[src/rtl/program_feeder_if.sv]
// Run/Done feeder bus: program load port, start control, processor handshake and status.
// Error is present only when FEEDER_TIMEOUT_EN is defined.
interface program_feeder_if #(
  parameter int ADDR_W = 5
);
  logic              Prog_we;
  logic [ADDR_W-1:0] Prog_addr;
  logic [15:0]       Prog_data;
  logic              Start;
  logic              Done;
  logic [15:0]       DIN;
  logic              Run;
  logic              Busy;
  logic              Finished;
  logic [ADDR_W-1:0] PC;
  logic [15:0]       Instr_count;
`ifdef FEEDER_TIMEOUT_EN
  logic              Error;

  modport master (
    input  Prog_we, Prog_addr, Prog_data, Start, Done,
    output DIN, Run, Busy, Finished, PC, Instr_count, Error
  );
  modport slave (
    output Prog_we, Prog_addr, Prog_data, Start, Done,
    input  DIN, Run, Busy, Finished, PC, Instr_count, Error
  );
`else
  modport master (
    input  Prog_we, Prog_addr, Prog_data, Start, Done,
    output DIN, Run, Busy, Finished, PC, Instr_count
  );
  modport slave (
    output Prog_we, Prog_addr, Prog_data, Start, Done,
    input  DIN, Run, Busy, Finished, PC, Instr_count
  );
`endif
endinterface

[src/rtl/program_feeder.sv]
// Program RAM plus Run/Done initiator that streams instructions (and mvi immediates) to the processor.
// Optional WAIT watchdog with sticky Error output: define FEEDER_TIMEOUT_EN.
module program_feeder #(
  parameter int         ADDR_W  = 5,
  parameter int         OPC_LSB = 13,
  parameter logic [2:0] MVI_OP  = 3'b001,
  parameter logic [2:0] HALT_OP = 3'b111,
  parameter int         TMO_CYC = 64
) (
  input logic               Clock,
  input logic               Reset,
  program_feeder_if.master  bus
);

  typedef enum logic [2:0] {S_IDLE, S_ISSUE, S_IMM, S_WAIT, S_END} state_t;

  state_t            state, state_nx;
  logic [15:0]       mem [2**ADDR_W];
  logic [ADDR_W-1:0] pc, pc_inc1;
  logic [ADDR_W:0]   pc_sum;
  logic [15:0]       cur_word, imm_word, din_q, instr_cnt;
  logic [2:0]        op;
  logic              busy, start_ok, issuing, tmo_hit;

  // RAM is frozen while busy, so the opcode at PC stays valid through WAIT
  always_comb begin
    cur_word = mem[pc];
    pc_inc1  = pc + ADDR_W'(1);
    imm_word = mem[pc_inc1];
    op       = cur_word[OPC_LSB+2:OPC_LSB];
    pc_sum   = {1'b0, pc} + ((op == MVI_OP) ? (ADDR_W+1)'(2) : (ADDR_W+1)'(1));
    busy     = (state == S_ISSUE) || (state == S_IMM) || (state == S_WAIT);
    start_ok = bus.Start && !bus.Prog_we && !busy;
    issuing  = (state == S_ISSUE) && (op != HALT_OP);
  end

  always_ff @(posedge Clock) begin
    if (bus.Prog_we && !busy) mem[bus.Prog_addr] <= bus.Prog_data;
  end

`ifdef FEEDER_TIMEOUT_EN
  localparam int TMO_W = $clog2(TMO_CYC + 1);

  logic [TMO_W-1:0] wait_cnt;
  logic             error_q;

  assign tmo_hit = (state == S_WAIT) && !bus.Done && (wait_cnt == TMO_W'(TMO_CYC - 1));

  always_ff @(posedge Clock) begin
    if (Reset || state != S_WAIT || bus.Done) wait_cnt <= '0;
    else                                      wait_cnt <= wait_cnt + TMO_W'(1);
  end

  always_ff @(posedge Clock) begin
    if (Reset)         error_q <= 1'b0;
    else if (start_ok) error_q <= 1'b0;
    else if (tmo_hit)  error_q <= 1'b1;
  end

  always_comb bus.Error = error_q;
`else
  logic unused_tmo;
  assign tmo_hit    = 1'b0;
  assign unused_tmo = (TMO_CYC != 0);
`endif

  always_ff @(posedge Clock) begin
    if (Reset) state <= S_IDLE;
    else       state <= state_nx;
  end

  always_comb begin
    state_nx = state;
    unique case (state)
      S_IDLE:  if (start_ok) state_nx = S_ISSUE;
      S_ISSUE: begin
        if (op == HALT_OP)     state_nx = S_END;
        else if (op == MVI_OP) state_nx = S_IMM;
        else                   state_nx = S_WAIT;
      end
      S_IMM:   state_nx = S_WAIT;
      S_WAIT: begin
        if (bus.Done)    state_nx = pc_sum[ADDR_W] ? S_END : S_ISSUE;
        else if (tmo_hit) state_nx = S_END;
      end
      S_END:   state_nx = start_ok ? S_ISSUE : S_IDLE;
      default: state_nx = S_IDLE;
    endcase
  end

  always_ff @(posedge Clock) begin
    if (Reset) begin
      pc        <= '0;
      instr_cnt <= '0;
      din_q     <= '0;
    end else begin
      unique case (state)
        S_IDLE, S_END: if (start_ok) begin
          pc        <= '0;
          instr_cnt <= '0;
        end
        S_ISSUE: if (issuing) din_q <= cur_word;
        S_IMM:   din_q <= imm_word;
        S_WAIT:  if (bus.Done) begin
          pc <= pc_sum[ADDR_W-1:0];
          if (instr_cnt != '1) instr_cnt <= instr_cnt + 16'd1;
        end
        default: ;
      endcase
    end
  end

  always_comb begin
    bus.Run         = issuing;
    bus.DIN         = issuing ? cur_word : (state == S_IMM) ? imm_word : din_q;
    bus.Busy        = busy;
    bus.Finished    = (state == S_END);
    bus.PC          = pc;
    bus.Instr_count = instr_cnt;
  end

endmodule
[src/flat_wrapper.sv]
// flat-port wrapper written by rule: the top's interface ports become plain ports
module program_feeder_flat 
#(
  parameter int         ADDR_W  = 5,
  parameter int         OPC_LSB = 13,
  parameter logic [2:0] MVI_OP  = 3'b001,
  parameter logic [2:0] HALT_OP = 3'b111,
  parameter int         TMO_CYC = 64
)
  (Clock, Reset, bus_Prog_we, bus_Prog_addr, bus_Prog_data, bus_Start, bus_Done, bus_DIN, bus_Run, bus_Busy, bus_Finished, bus_PC, bus_Instr_count);
  program_feeder_if #(.ADDR_W(ADDR_W)) bus_i ();
  input logic Clock;
  input logic Reset;
  input wire logic [$bits(bus_i.Prog_we)-1:0] bus_Prog_we;
  input wire logic [$bits(bus_i.Prog_addr)-1:0] bus_Prog_addr;
  input wire logic [$bits(bus_i.Prog_data)-1:0] bus_Prog_data;
  input wire logic [$bits(bus_i.Start)-1:0] bus_Start;
  input wire logic [$bits(bus_i.Done)-1:0] bus_Done;
  output wire logic [$bits(bus_i.DIN)-1:0] bus_DIN;
  output wire logic [$bits(bus_i.Run)-1:0] bus_Run;
  output wire logic [$bits(bus_i.Busy)-1:0] bus_Busy;
  output wire logic [$bits(bus_i.Finished)-1:0] bus_Finished;
  output wire logic [$bits(bus_i.PC)-1:0] bus_PC;
  output wire logic [$bits(bus_i.Instr_count)-1:0] bus_Instr_count;
  assign bus_i.Prog_we = bus_Prog_we;
  assign bus_i.Prog_addr = bus_Prog_addr;
  assign bus_i.Prog_data = bus_Prog_data;
  assign bus_i.Start = bus_Start;
  assign bus_i.Done = bus_Done;
  assign bus_DIN = bus_i.DIN;
  assign bus_Run = bus_i.Run;
  assign bus_Busy = bus_i.Busy;
  assign bus_Finished = bus_i.Finished;
  assign bus_PC = bus_i.PC;
  assign bus_Instr_count = bus_i.Instr_count;
  program_feeder #(.ADDR_W(ADDR_W), .OPC_LSB(OPC_LSB), .MVI_OP(MVI_OP), .HALT_OP(HALT_OP), .TMO_CYC(TMO_CYC)) u_core (.Clock(Clock), .Reset(Reset), .bus(bus_i));
endmodule
[config.mk]
export PLATFORM = sky130hd
export DESIGN_NAME = program_feeder_flat
export DESIGN_NICKNAME = d
export VERILOG_FILES = /design/src/rtl/program_feeder_if.sv /design/src/rtl/program_feeder.sv /design/src/flat_wrapper.sv
export SDC_FILE = /design/constraint.sdc
export NUM_CORES = 1
export LEC_CHECK = 0
export ABC_AREA = 1
export BUFFER_PORTS_ARGS = -buffer_cell sky130_fd_sc_hd__buf_2
export CORE_UTILIZATION = 25
export DETAILED_ROUTE_END_ITERATION = 12
export PLACE_DENSITY_LB_ADDON = 0.15
export SLEW_MARGIN = 30
export SYNTH_ARGS = -nofsm -noshare
export SYNTH_HDL_FRONTEND = slang
export SYNTH_SLANG_ARGS = --single-unit
[constraint.sdc]
create_clock -name Clock -period 2.85 [get_ports Clock]
set_input_delay 0 -clock Clock [delete_from_list [all_inputs] [get_ports Clock]]
set_output_delay 0 -clock Clock [all_outputs]
set_load 0.02 [all_outputs]
# After elaboration in Yosys (flattened, before gate mapping)
# Memories as Yosys holds them, arrays and structs flattened. A register that Yosys moved wholly into a read port is not among the register bits.
# Cells that the tools add are included.
classes:
  addsub: 3
  eq_ne: 13
  muxes: 23
  n_reduce_logical: 16
ops:
  columns: ["cell", "count"]
  rows:
  - ["16-bit 2-to-1 mux", 6]
  - ["16-bit case mux with 2 select lines", 2]
  - ["5-bit 2-to-1 mux", 4]
  - ["16-bit by 1-bit adder with 16-bit output (second input constant)", 1]
  - ["16-bit != test (second input constant)", 1]
  - ["3-bit case mux with 5 select lines", 1]
  - ["3-bit 2-to-1 mux", 4]
  - ["5-bit case mux with 2 select lines", 1]
  - ["5-bit by 6-bit adder with 6-bit output", 1]
  - ["3-bit by 1-bit equality test with 1-bit output (second input constant)", 2]
  - ["3-bit by 2-bit equality test with 1-bit output (second input constant)", 2]
  - ["3-bit equality test (second input constant)", 2]
  - ["2-bit by 1-bit != test with 1-bit output (second input constant)", 3]
  - ["5-bit by 1-bit adder with 5-bit output (second input constant)", 1]
  - ["1-bit logical AND", 4]
  - ["1-bit 2-to-1 mux", 4]
  - ["2-bit != test (second input constant)", 2]
  - ["2-bit AND reduction", 2]
  - ["4-bit AND reduction", 1]
  - ["2-bit nonzero test", 2]
  - ["3-bit zero test", 1]
  - ["3-bit != test (second input constant)", 1]
  - ["3-bit AND reduction", 1]
  - ["1-bit zero test", 2]
  - ["other kinds (3)", 4]
totals:
  regBits: 40
  ramBits: 512
  inputBits: 26
  out_inout_bits: 40
  elab_cells: 60
  memories: 1
memory_table:
  columns: ["memory", "depth", "word_bits", "rd", "rd_clocked_by_memory_dff", "write_ports", "line", "source"]
  rows:
  - ["u_core.mem", 32, 16, 2, 1, 1, "program_feeder.sv:18", "logic [15:0] mem [2**ADDR_W];"]

# Depth between registers and ports, before layout
logic_depth:
  depth_word: 9
  mapped_depth: 21
  ltp_nobuf: 19

# Least setup slack after synthesis
# Ideal clock, no wire load.
synth_path:
  path_kind: "reg-to-reg"
  start: "register (tool-made name)"
  end: "register (tool-made name)"
  setup_time_ns: 0.123
  arrival_time_ns: 2.214
  setup_slack_ns: 0.513
  stages_incl_launch_ff: 20
  n_path_buf: 2
  cell_sequence: "dfxtp_1 buf_6 inv_8 buf_6 nand2_1 nand3_1 nand3_1 nand2_1 nand2_1 nand2_1 nand2_1 nand2_2 nand3_1 ha_1 inv_1 fa_1 nor2_1 nand2_1 o21ai_0 a21oi_1"

==> metrics.yaml <==
timing:
  hold_viol: 0
  fin_setup_tns_ns: -0.0564
  tightest_slew_ns: 0.764
  rsz0062_at_grt: "yes"
  whs_ns: 0.0915
  drv_slew: 0
  slew_headroom_pct: 49.1
  max_freq_ghz: 0.348
  fin_worst_skew_ns: 0.0334
  finalCritPeriodShare_pct: 101
  finalWorstSetupSlack_ns: -0.0198
  setup_viol: 5
  fin_crit_ns: 2.87
grt:
  grtUsageTotal_pct: 20.3
  met3_usage_pct: 2.44
  grt_max_degree: 91
  global_route.usage.met1_pct: 28.7
  grt_pass1_wl_mm: 165
  grt_pass1_vias: 22400
  grt_overflow_total: 0
  grt_use_met2_pct: 32.1
  busiest_layer: "met2"
  antenna_found_initial: 5
critical_path:
  crit_type: "flop to output pin"
  arrival_ns: 2.87
  endpoint_kind: "output pin"
  rr_worst_depth: 17
  critPathRequiredTime_ns: 2.85
  startpoint_type: "flop"
  crit_fanout: 24
  reg2reg_slack_ns: 0.15
detailed_routing:
  wl_per_cell_um: 25.2
  drt_drc_violations_left: 0
  wirelength_mm: 117
  drtAntennaViolNets: 0
  first_pass_iters: 5
  vias_per_cell: 5.12
  drt-initial-drc-count: 2276
  vias: 23800
layout:
  nets: 3139
  syn_to_final_growth_pct: 24.0
  drive_above_1_share_pct: 14.6
job:
  drv_cap: 0
floorplanning:
  pin_count: 66
  core_um2: 109000
  die_w_um: 335
  die-area_um2: 112000
  initial_core_util_pct: 25.3
  rows: 121
  die_height_um: 335
cts:
  cts_max_level: 3
  insertion_delay_ns: 0.64
  cts_buffer_depth: 3
  path_clk_slew_ns: 0.06
  clockRootBuffer: "clkbuf_16"
  cts.sinks: 557
  cts_tree: "built"
  numCtsBuffers: 68
place:
  numPortBuffers: 65
  hpwl_mm: 67.5
  globalplace.congestion: 0.804
pwr:
  power.density_nw_per_um2: 626
  ir_worst_vdd_mv: 0.398
  power_mw: 21.5
  leakage_nw: 12.2
synthesis:
  ys_ff_latch: 557
  synth_warnings: 0
  async_reset_ff_share_pct: 0
  syn_inst: 2983
  ys_seq_area_share_pct: 58.8
  ys_types: 38
  synth_nets: 3014
  synthFlopType: "edfxtp_1"
  synth.cell_area_um2: 27700
  avgSynthCellArea_um2: 9.28
  synth-edff-count: 512
worst_hold_path:
  whs_endpoint: "u_core.bus.Instr_count[2]"
  min_path_cells: 8
  hp-class: "primary input to flop"
  worstHoldStart: "bus_Prog_we"
run_status:
  outcome: "finished with violations"
  failed_checks: "negative setup slack"
==> logic make-up after synthesis <==
| kind of cell | share of synthesized area [%] |
|---|---|
| buf+inv | 6.58 |
| fa+ha+maj | 0.253 |
| simple gates | 19.5 |
| compound gates | 14.8 |
| xor+xnor | 0.127 |
| flops | 58.8 |
==> Yosys cell counts, drive strengths merged, types with 2 or more instances <==
cell | n | area [um^2]
nor3 | 7 | 50.1
nand3 | 490 | 2460
buf | 113 | 637
o22ai | 2 | 12.5
o21ai | 332 | 1660
nand2 | 546 | 2090
inv | 200 | 758
o21a | 2 | 15.0
dfxtp | 45 | 901
clkbuf | 110 | 413
xnor2 | 2 | 17.5
o211ai | 122 | 916
ha | 4 | 50.1
a31oi | 5 | 31.3
nand4 | 10 | 62.6
a211oi | 2 | 15.0
clkinv | 4 | 15.0
edfxtp | 512 | 15400
xor2 | 2 | 17.5
nor2 | 187 | 704
a21oi | 280 | 1430
==> final cells by class <==
cell class | count | area [um^2]
fill | 11500 | 75000
sequential | 557 | 16300
multi-input combinational | 1999 | 9910
timing repair buffer | 277 | 3210
clock buffer | 91 | 1870
tap | 1476 | 1850
inverter | 204 | 831
clock inverter | 33 | 352
timing repair inverter | 1 | 11.3
antenna | 3 | 7.51
==> worst max-delay path, stage by stage, from the launching register on <==
cell	delay [ns]
dfxtp_4	0.44
buf_12	0.14
buf_16	0.19
nand2_1	0.07
nand3_1	0.09
nand3_1	0.08
nand2_1	0.08
nand2_1	0.06
nand2_1	0.07
nand2_1	0.07
nand2_2	0.14
nand3_4	0.13
nand2_8	0.18
buf_4	0.16
nand2_2	0.06
nand2_1	0.09
buf_4	0.15
==> cells in the final DEF, fill, tap and decap left out, types with 3 or more instances in the layout <==
cell type / count
o21ai_0: 330
dfxtp_2: 4
diode_2: 3
clkinv_1: 20
nor2_1: 153
buf_4: 118
buf_2: 50
nand3_2: 18
buf_8: 6
dfxtp_1: 37
a21oi_1: 264
dfxtp_4: 4
clkinv_2: 6
nor2_2: 32
edfxtp_1: 512
buf_12: 27
o211ai_1: 122
dlygate4sd3_1: 20
a21oi_2: 16
buf_16: 29
bufinv_16: 7
nand4_1: 10
nand2_2: 20
clkbuf_1: 19
clkbuf_16: 76
bufbuf_16: 4
inv_1: 194
nor3_1: 4
nand2_1: 524
buf_6: 19
nand3_1: 471
a31oi_1: 5
==> worst max-delay path by stage <==
stage                        to  cells after the start              from  slack (ns)
6_report             bus_DIN[7]                     16              flop       -0.02
5_1_grt              bus_DIN[7]                     16              flop       -0.17
3_5_place_dp               flop                     17              flop        0.03
3_3_place_gp   u_core.bus.PC[4]                     17              flop        0.08
4_1_cts             bus_DIN[14]                     12  u_core.bus.PC[0]       -0.04
2_1_floorplan              flop                     19              flop        0.51
==> registers in the layout, summed over array words and instances, names as in the netlist, named ones only <==
register and count:
u_core.bus.PC 5, u_core.mem 512, u_core.bus.Instr_count 16, u_core.state 3
u_core.din_q 16
==> per-layer routing <==
layer	share of wire [%]	wire length, um	vias up
li1	-	-	10800
met1	46	53500	11800
met2	45	52800	927
met3	5.9	6870	183
met4	3.0	3530	0
met5	0	0	-
==> where the power goes <==
group          internal [mW]  switching (mW)  leakage [nW]  total (mW)
clock                   5.27            3.65          1.08        8.91
sequential              9.10          0.0796          4.98        9.18
combinational           1.13            2.28          6.14        3.41
total                   15.5            6.01          12.2        21.5
==> repair_timing <==
item                       CTS  global route
buffers inserted            20             1
setup endpoints to repair   16            23
pin swaps                   10             3
hold endpoints to repair   519             0
gates resized for setup    108            30
gates cloned                15             5
hold buffers                20             0
==> metrics by stage <==
step | cells | area (um^2) | util, % | setup WS, ns
floorplan | 2983 | 27700 | - | 0.513
global placement | 4453 | 30600 | 28.0 | 0.0769
detailed placement | 4453 | 30600 | 28.0 | 0.0347
CTS | 4632 | 34100 | 31.2 | -0.0443
global route | 4641 | 34300 | 31.4 | -0.174
finish | 4641 | 34300 | 31.4 | -0.0198
Power figures use the tool's default switching activity.
